## config.mk

```make
export PLATFORM = sky130hd
export DESIGN_NAME = pc_stack_flat
export DESIGN_NICKNAME = d
export VERILOG_FILES = /design/src/rtl/pc_stack_if.sv /design/src/rtl/pc_stack.sv /design/src/flat_wrapper.sv
export SDC_FILE = /design/constraint.sdc
export NUM_CORES = 1
export LEC_CHECK = 0
export CAP_MARGIN = 20
export CORE_MARGIN = 1
export CORE_UTILIZATION = 35
export DETAILED_ROUTE_END_ITERATION = 16
export PLACE_DENSITY = 0.58
export SLEW_MARGIN = 20
export SYNTH_ARGS = -nofsm -noshare
export SYNTH_HDL_FRONTEND = slang
export SYNTH_SLANG_ARGS = --single-unit
```

## constraint.sdc

```tcl
create_clock -name clk -period 3.2 [get_ports clk]
set_input_delay 0.32 -clock clk [delete_from_list [all_inputs] [get_ports clk]]
set_output_delay 0.32 -clock clk [all_outputs]
set_load 0.005 [all_outputs]
```

## src/rtl/pc_stack_if.sv

```systemverilog
// pc_stack_if: control/result bundle for pc_stack.
//   in    - jump or call target
//   load  - jump request, inc - sequential advance
//   call  - push return address and jump, ret - pop return address
//   out   - current program counter
//   level - number of valid stack entries
//   empty/full - level == 0 / level == DEPTH
//   err   - sticky stack-bounds error
// master drives the requests, slave (pc_stack) drives the results.
interface pc_stack_if #(
    parameter int WIDTH = 16,
    parameter int DEPTH = 8
);
    logic [WIDTH-1:0]         in;
    logic                     load;
    logic                     inc;
    logic                     call;
    logic                     ret;
    logic [WIDTH-1:0]         out;
    logic [$clog2(DEPTH):0]   level;
    logic                     empty;
    logic                     full;
    logic                     err;

    modport master (
        output in, load, inc, call, ret,
        input  out, level, empty, full, err
    );

    modport slave (
        input  in, load, inc, call, ret,
        output out, level, empty, full, err
    );
endinterface

```

## src/rtl/pc_stack.sv

```systemverilog
// pc_stack: program counter with a circular return-address stack.
//   clk   - single clock, all state updates on its rising edge
//   reset - synchronous active-high reset
//   bus   - pc_stack_if.slave (in/load/inc/call/ret requests,
//           out/level/empty/full/err results, all registered)
// One action per cycle, priority reset > call > ret > load > inc > hold.
// Optional macro PC_STACK_BOUNDS_EN: reject call-when-full and
// ret-when-empty and raise a sticky err. Without it, overflow overwrites
// the oldest entry, underflow reads the stale entry, and err is 0.
module pc_stack #(
    parameter int               WIDTH        = 16,
    parameter int               DEPTH        = 8,
    parameter logic [WIDTH-1:0] RESET_VECTOR = '0
) (
    input logic       clk,
    input logic       reset,
    pc_stack_if.slave bus
);
    localparam int PW = $clog2(DEPTH);
    localparam int LW = PW + 1;

    // Storage is deliberately not reset.
    logic [WIDTH-1:0] mem_q [DEPTH];

    logic [WIDTH-1:0] out_q, out_d;
    logic [LW-1:0]    level_q, level_d;
    logic [PW-1:0]    ptr_q, ptr_d;      // points at the top-of-stack entry
    logic             empty_q, empty_d;
    logic             full_q, full_d;

    logic             mem_we;
    logic [PW-1:0]    mem_waddr;
    logic [WIDTH-1:0] mem_wdata;
    logic [WIDTH-1:0] ret_addr;

`ifdef PC_STACK_BOUNDS_EN
    logic err_q, err_d;
`endif

    assign ret_addr = out_q + WIDTH'(1);

    always_comb begin
        out_d     = out_q;
        level_d   = level_q;
        ptr_d     = ptr_q;
        mem_we    = 1'b0;
        mem_waddr = ptr_q + PW'(1);   // push always goes one above top
        mem_wdata = ret_addr;
`ifdef PC_STACK_BOUNDS_EN
        err_d     = err_q;
`endif
        if (bus.call) begin
            if (full_q) begin
`ifdef PC_STACK_BOUNDS_EN
                err_d = 1'b1;
`else
                // When full, the slot above top holds the oldest entry.
                mem_we = 1'b1;
                out_d  = bus.in;
                ptr_d  = ptr_q + PW'(1);
`endif
            end else begin
                mem_we  = 1'b1;
                out_d   = bus.in;
                ptr_d   = ptr_q + PW'(1);
                level_d = level_q + LW'(1);
            end
        end else if (bus.ret) begin
            if (empty_q) begin
`ifdef PC_STACK_BOUNDS_EN
                err_d = 1'b1;
`else
                out_d = mem_q[ptr_q];
                ptr_d = ptr_q - PW'(1);
`endif
            end else begin
                out_d   = mem_q[ptr_q];
                ptr_d   = ptr_q - PW'(1);
                level_d = level_q - LW'(1);
            end
        end else if (bus.load) begin
            out_d = bus.in;
        end else if (bus.inc) begin
            out_d = ret_addr;
        end
        empty_d = (level_d == '0);
        full_d  = (level_d == LW'(DEPTH));
    end

    always_ff @(posedge clk) begin
        if (reset) begin
            out_q   <= RESET_VECTOR;
            level_q <= '0;
            ptr_q   <= '0;
            empty_q <= 1'b1;
            full_q  <= 1'b0;
        end else begin
            out_q   <= out_d;
            level_q <= level_d;
            ptr_q   <= ptr_d;
            empty_q <= empty_d;
            full_q  <= full_d;
        end
    end

    // Reset suppresses the push so a call under reset leaves no trace.
    always_ff @(posedge clk) begin
        if (!reset && mem_we) begin
            mem_q[mem_waddr] <= mem_wdata;
        end
    end

`ifdef PC_STACK_BOUNDS_EN
    always_ff @(posedge clk) begin
        if (reset) err_q <= 1'b0;
        else       err_q <= err_d;
    end
    assign bus.err = err_q;
`else
    assign bus.err = 1'b0;
`endif

    assign bus.out   = out_q;
    assign bus.level = level_q;
    assign bus.empty = empty_q;
    assign bus.full  = full_q;
endmodule
```

## src/flat_wrapper.sv

```systemverilog
// flat-port wrapper written by rule: the top's interface ports become plain ports
module pc_stack_flat 
#(
    parameter int               WIDTH        = 16,
    parameter int               DEPTH        = 8,
    parameter logic [WIDTH-1:0] RESET_VECTOR = '0
)
  (clk, reset, bus_in, bus_load, bus_inc, bus_call, bus_ret, bus_out, bus_level, bus_empty, bus_full, bus_err);
  pc_stack_if #(.WIDTH(WIDTH), .DEPTH(DEPTH)) bus_i ();
  input logic clk;
  input logic reset;
  input wire logic [$bits(bus_i.in)-1:0] bus_in;
  input wire logic [$bits(bus_i.load)-1:0] bus_load;
  input wire logic [$bits(bus_i.inc)-1:0] bus_inc;
  input wire logic [$bits(bus_i.call)-1:0] bus_call;
  input wire logic [$bits(bus_i.ret)-1:0] bus_ret;
  output wire logic [$bits(bus_i.out)-1:0] bus_out;
  output wire logic [$bits(bus_i.level)-1:0] bus_level;
  output wire logic [$bits(bus_i.empty)-1:0] bus_empty;
  output wire logic [$bits(bus_i.full)-1:0] bus_full;
  output wire logic [$bits(bus_i.err)-1:0] bus_err;
  assign bus_i.in = bus_in;
  assign bus_i.load = bus_load;
  assign bus_i.inc = bus_inc;
  assign bus_i.call = bus_call;
  assign bus_i.ret = bus_ret;
  assign bus_out = bus_i.out;
  assign bus_level = bus_i.level;
  assign bus_empty = bus_i.empty;
  assign bus_full = bus_i.full;
  assign bus_err = bus_i.err;
  pc_stack #(.WIDTH(WIDTH), .DEPTH(DEPTH), .RESET_VECTOR(RESET_VECTOR)) u_core (.clk(clk), .reset(reset), .bus(bus_i));
endmodule
```

Word level (Yosys, flattened, before mapping)

Memories as Yosys holds them, arrays and structs flattened. A register that Yosys moved wholly into a read port is not among the register bits.
Index checks and enable logic that the tools add are counted.

Register bits after elaboration: 25
Memory bits (writable): 128
Input port bits: 22
Output and inout port bits: 23
Word-level logic and storage cells: 32
Memories: 1

$add $sub $neg: 5
Equal/unequal tests: 1
Muxes and demuxes: 15
Reduce and logical (&&, ||, !) cells: 5

Memories:

| name         | depth | width | rd ports | clocked after Yosys merged registers in | wr ports | line           | source |
|---|---|---|---|---|---|---|---|
| u_core.mem_q | 8     | 16    | 1        | 1                                       | 1        | pc_stack.sv:23 | `logic [WIDTH-1:0] mem_q [DEPTH];` |

Operator list:

| cell                                             | number |
|---|---|
| 2-to-1 mux 16 bit                                | 4 |
| adder 16 x 1 -> 16 bit, second input constant    | 1 |
| 2-to-1 mux 4 bit                                 | 4 |
| 2-to-1 mux 3 bit                                 | 4 |
| adder 4 x 1 -> 4 bit, second input constant      | 1 |
| equality test 4 bit, second input constant       | 1 |
| logical NOT 4 bit                                | 1 |
| nonzero test 4 bit                               | 1 |
| subtractor 4 x 1 -> 4 bit, second input constant | 1 |
| adder 3 x 1 -> 3 bit, second input constant      | 1 |
| 2-to-1 mux 1 bit                                 | 3 |
| subtractor 3 x 1 -> 3 bit, second input constant | 1 |
| nonzero test 2 bit                               | 1 |
| logical AND 1 bit                                | 1 |
| logical NOT 1 bit                                | 1 |

Longest topological paths before layout

Depth in word-level cells: 5
Depth in mapped cells: 8
Depth with buffers taken out: 6

Least setup slack after synthesis

OpenSTA, ideal clock, no wires.

Path type: input to register
Start point: input port reset
End point: memory u_core.mem_q[1][0] (enable)
Setup time: 409 ps
Arrival: 2234 ps
Data required time: 2791 ps
Path slack: 557 ps
Cell stages on the path: 5
Cell sequence: clkbuf_1 > inv_1 > clkbuf_1 > nand3_1 > nor3_1

Cells in the longest elaborated chain, start to end: 4

Ends and longest elaborated chain:

| what                                   | line               | source |
|---|---|---|
| start: declaration                     | flat_wrapper.sv:11 | `input logic reset;` |
| logical NOT 1 bit                      | pc_stack.sv:108    | `if (!reset && mem_we) begin` |
| logical AND 1 bit                      | pc_stack.sv:108    |  |
| 2-to-1 mux 1 bit                       | pc_stack.sv:108    |  |
| 2-to-1 mux 1 bit (not written as such) | pc_stack.sv:109    | `mem_q[mem_waddr] <= mem_wdata;` |
| end: declaration                       | pc_stack.sv:23     |  |

No other way between the ends.

Final worst setup path

Start point: register u_core.out_q[0], in the netlist u_core.bus.out[0]
End point: memory u_core.mem_q[3][14] (data pin)

Cells in the longest elaborated chain, start to end: 1

Ends and longest elaborated chain:

| what                           | line           | source |
|---|---|---|
| start: declaration             | pc_stack.sv:25 | `logic [WIDTH-1:0] out_q, out_d;` |
| start signal: assignment       | pc_stack.sv:98 | `out_q <= out_d;` |
| adder 16 x 1 -> 16 bit         | pc_stack.sv:40 | `assign ret_addr = out_q + WIDTH'(1);` |
| named net u_core.mem_wdata[14] | pc_stack.sv:33 | `logic [WIDTH-1:0] mem_wdata;` |

The timed path passes the listed nets, and every way through them passes these cells.

==> results by group <==
Logic synthesis
  – Synth top area share: 56.4%
  – Yosys cell types: 56
  – Seq/Total Area, Yosys: 64.7%
  – Synth top area cells: edfxtp_1 (56%), dfxtp_1 (8.2%), mux4_2 (5.6%)
  – Synth top cells by count: edfxtp_1 (128), dfxtp_1 (28), nor2_1 (26), mux2i_1 (21), o21ai_0 (18)
  – Syn Inst Count: 453
  – Synthesized Nets: 480
  – Post-synth EDFFs: 128
  – FF+latch count, synth: 156
  – Warnings from Yosys: 0
  – Asr flop ratio synth: 0%
  – Cell taking the most area after synthesis: edfxtp_1
  – Cell with the most instances after synthesis: edfxtp_1
  – Mapped cell area: 6810 µm²
  – Predominant post-synthesis flop cell: edfxtp_1
  – Avg Cell Area, Syn: 15.0 µm²

Placed design
  – DP Area: 7620 µm²
  – RD Place Congestion: 0.879
  – DP HPWL: 11.0 mm
  – # port buffers: 43

Die
  – Ports: 45
  – Die W: 141 µm
  – Initial Utilization: 36.0%
  – Height of the die: 141 µm
  – Core ar.: 18900 µm²
  – Row count: 50
  – Die area: 20000 µm²

Power and ir drop
  – Clk pwr share: 40.2%
  – P_int: 3.83 mW
  – Logic pwr share: 11.7%
  – Switching power share of the total: 23.5%
  – Leakage: 2.74 nW
  – PwrDens: 610 nW/µm²
  – Flop pwr share: 48.0%
  – Peak supply drop: 0.379 mV
  – P_sw: 1.18 mW

Timing
  – Crit path time final: 2420 ps
  – Tcrit/Tclk final: 75.5%
  – RSZ-0062 raised after global routing: false
  – Worst-margin pin slew: 798 ps
  – Setup TNS: 0 ps
  – Hold Fails Final Rpt: 0
  – Skew final: 10.7 ps
  – Max-slew violations: 0
  – Max transition margin: 46.8%
  – Max Freq: 0.414 GHz
  – Setup-failing EPs final: 0

Worst setup path
  – Most frequent CP cell: nand3_1
  – Critical Path End Type: flip-flop
  – Crit-path max FO: 8
  – Required @ worst endpoint: 3340 ps
  – Worst path max stage delay: 550 ps
  – Crit path DAT: 2550 ps
  – CP Class: flip-flop to flip-flop
  – CP top delay family: simple AND/OR/NAND/NOR gates
  – CP max stage cell: xnor2_1
  – Crit path cell chain: ha_1 > nand3_1 > nor3_1 > nand3_1 > xnor2_1
  – CP bufs+invs: 0
  – Critical Path Start Type: flip-flop

Clock tree
  – PostCTS Resize Cnt: 0
  – Clock sinks: 156
  – CTS tree: yes
  – Clock Latency Late Sink: 430 ps
  – H-tree depth: 4
  – Clk root buf: clkbuf_16
  – Post-CTS Setup Bufs: 0
  – # hold bufs at CTS: 0
  – Total CTS buffers: 17
  – Maximum buffer depth of the clock tree: 2
  – Worst-path clk slew: 60 ps

Route
  – DRT iter0 DRCs: 457
  – Drt via density: 5.32
  – Routed WL: 16.3 mm
  – Antenna viol nets, final: 0
  – Remaining DRCs: 0
  – Via count: 4182
  – Pre-antenna DRT Iters: 5
  – Post-DR wirelength/cell: 20.8 µm

GRT
  – Met3 GRT Util: 4.32%
  – Initial antenna violation count: 0
  – Largest net degree at the start of global routing: 24
  – First-pass GRT wire length: 24.9 mm
  – Grt ovf: 0
  – GR Util All Layers: 17.3%
  – Met1 Use GR: 23.2%
  – Vias in the first global route: 4228
  – Grt met2 use: 27.9%
  – Most used routing layer: met2

Layout
  – Final nets: 540
  – Post-route cell area: 8210 µm²
  – Share of cells above drive strength 1: 16.9%
  – Area Growth Syn to Fin: 20.6%
  – N_diodes: 0

Run
  – Max-Cap Viols: 0

Worst hold path
  – HP Class: flip-flop to flip-flop

Run status
  – Status: finished clean
metal layers:
metal | wire [µm] | vias to the layer above
li1 | - | 1910
met1 | 7470 | 2122
met2 | 7750 | 133
met3 | 888 | 17
met4 | 201 | 0
met5 | 0 | -
worst paths after layout:
kind / startpoint / slack (ps) / endpoint / cells after the start
max: u_core.bus.out[0] / 780 / u_core.mem_q[3][14] / 5
min: u_core.bus.out[7] / 530 / u_core.bus.out[7] / 2
max reg2reg: u_core.bus.out[0] / 780 / u_core.mem_q[3][14] / 5
min reg2reg: u_core.bus.out[7] / 530 / u_core.bus.out[7] / 2
registers in the layout, summed over array words and instances, names as in the netlist, named ones only:
| signal | flops |
|---|---|
| u_core.bus.empty | 1 |
| u_core.bus.full | 1 |
| u_core.bus.level | 4 |
| u_core.bus.out | 16 |
| u_core.mem_q | 128 |
| u_core.ptr_q | 3 |
metrics by stage:
stage                     utilization [%]  power [mW]  std cells  hold WS [ps]  setup WS (ps)
after floorplan                         -        2.79        453           467            557
after global placement               40.3        3.02        754           520            701
after detailed placement             40.3        3.04        754           519            723
after CTS                            43.5        5.05        786           525            788
after global routing                 43.5        5.19        786           543            592
final                                43.5        5.01        786           527            782
power groups by stage:
stage | Sequential (mW) | Combinational [mW] | Clock [mW]
floorplan | 2.40 | 0.389 | 0
global placement | 2.45 | 0.576 | 0
detailed placement | 2.45 | 0.587 | 0
CTS | 2.41 | 0.591 | 2.05
global route | 2.42 | 0.635 | 2.14
finish | 2.41 | 0.587 | 2.02
placed cells by master (no fill, tap or decap), types with 4 or more instances in the layout:
cell and count:
a211oi_1 4, a21oi_1 13, a221oi_1 8, a22oi_1 4, a31oi_1 5, buf_4 24
clkbuf_16 17, clkdlybuf4s50_1 43, clkinv_2 4, dfxtp_1 27, edfxtp_1 128, ha_1 5
inv_1 15, mux2_2 6, mux2i_1 21, mux4_1 10, mux4_2 17, nand2_1 17
nand3_1 9, nor2_1 26, nor2b_1 4, nor3_1 11, nor3_2 4, o21ai_0 18
o22ai_1 4, xnor2_1 11, xor2_1 9
tightest hold or removal path, cell delays in order (launching register included):
cell and delay (ps):
dfxtp_1 360, nand2_1 80, nand2_1 50
cell type report:
cell class | instances | area (µm²)
fillers | 1728 | 10700
flip-flops and latches | 156 | 4410
multi-input cells | 255 | 2220
repair buffers | 67 | 611
clock buffers | 20 | 447
well taps | 260 | 325
clock inverters | 12 | 146
inverters | 16 | 60.1
logic make-up after synthesis:
| kind of cell | after synthesis | share of synthesized area, % |
|---|---|---|
| multiplexers | 54 | 13.6 |
| adder cells (fa/ha/maj) | 5 | 0.919 |
| buffers and inverters | 42 | 3.09 |
| flip-flops | 156 | 64.7 |
| AO/OA/AOI/OAI | 80 | 8.21 |
| XOR/XNOR | 20 | 2.57 |
| other | 1 | 0.0551 |
| AND/OR/NAND/NOR | 95 | 6.93 |
(Power assumes the default switching activity.)
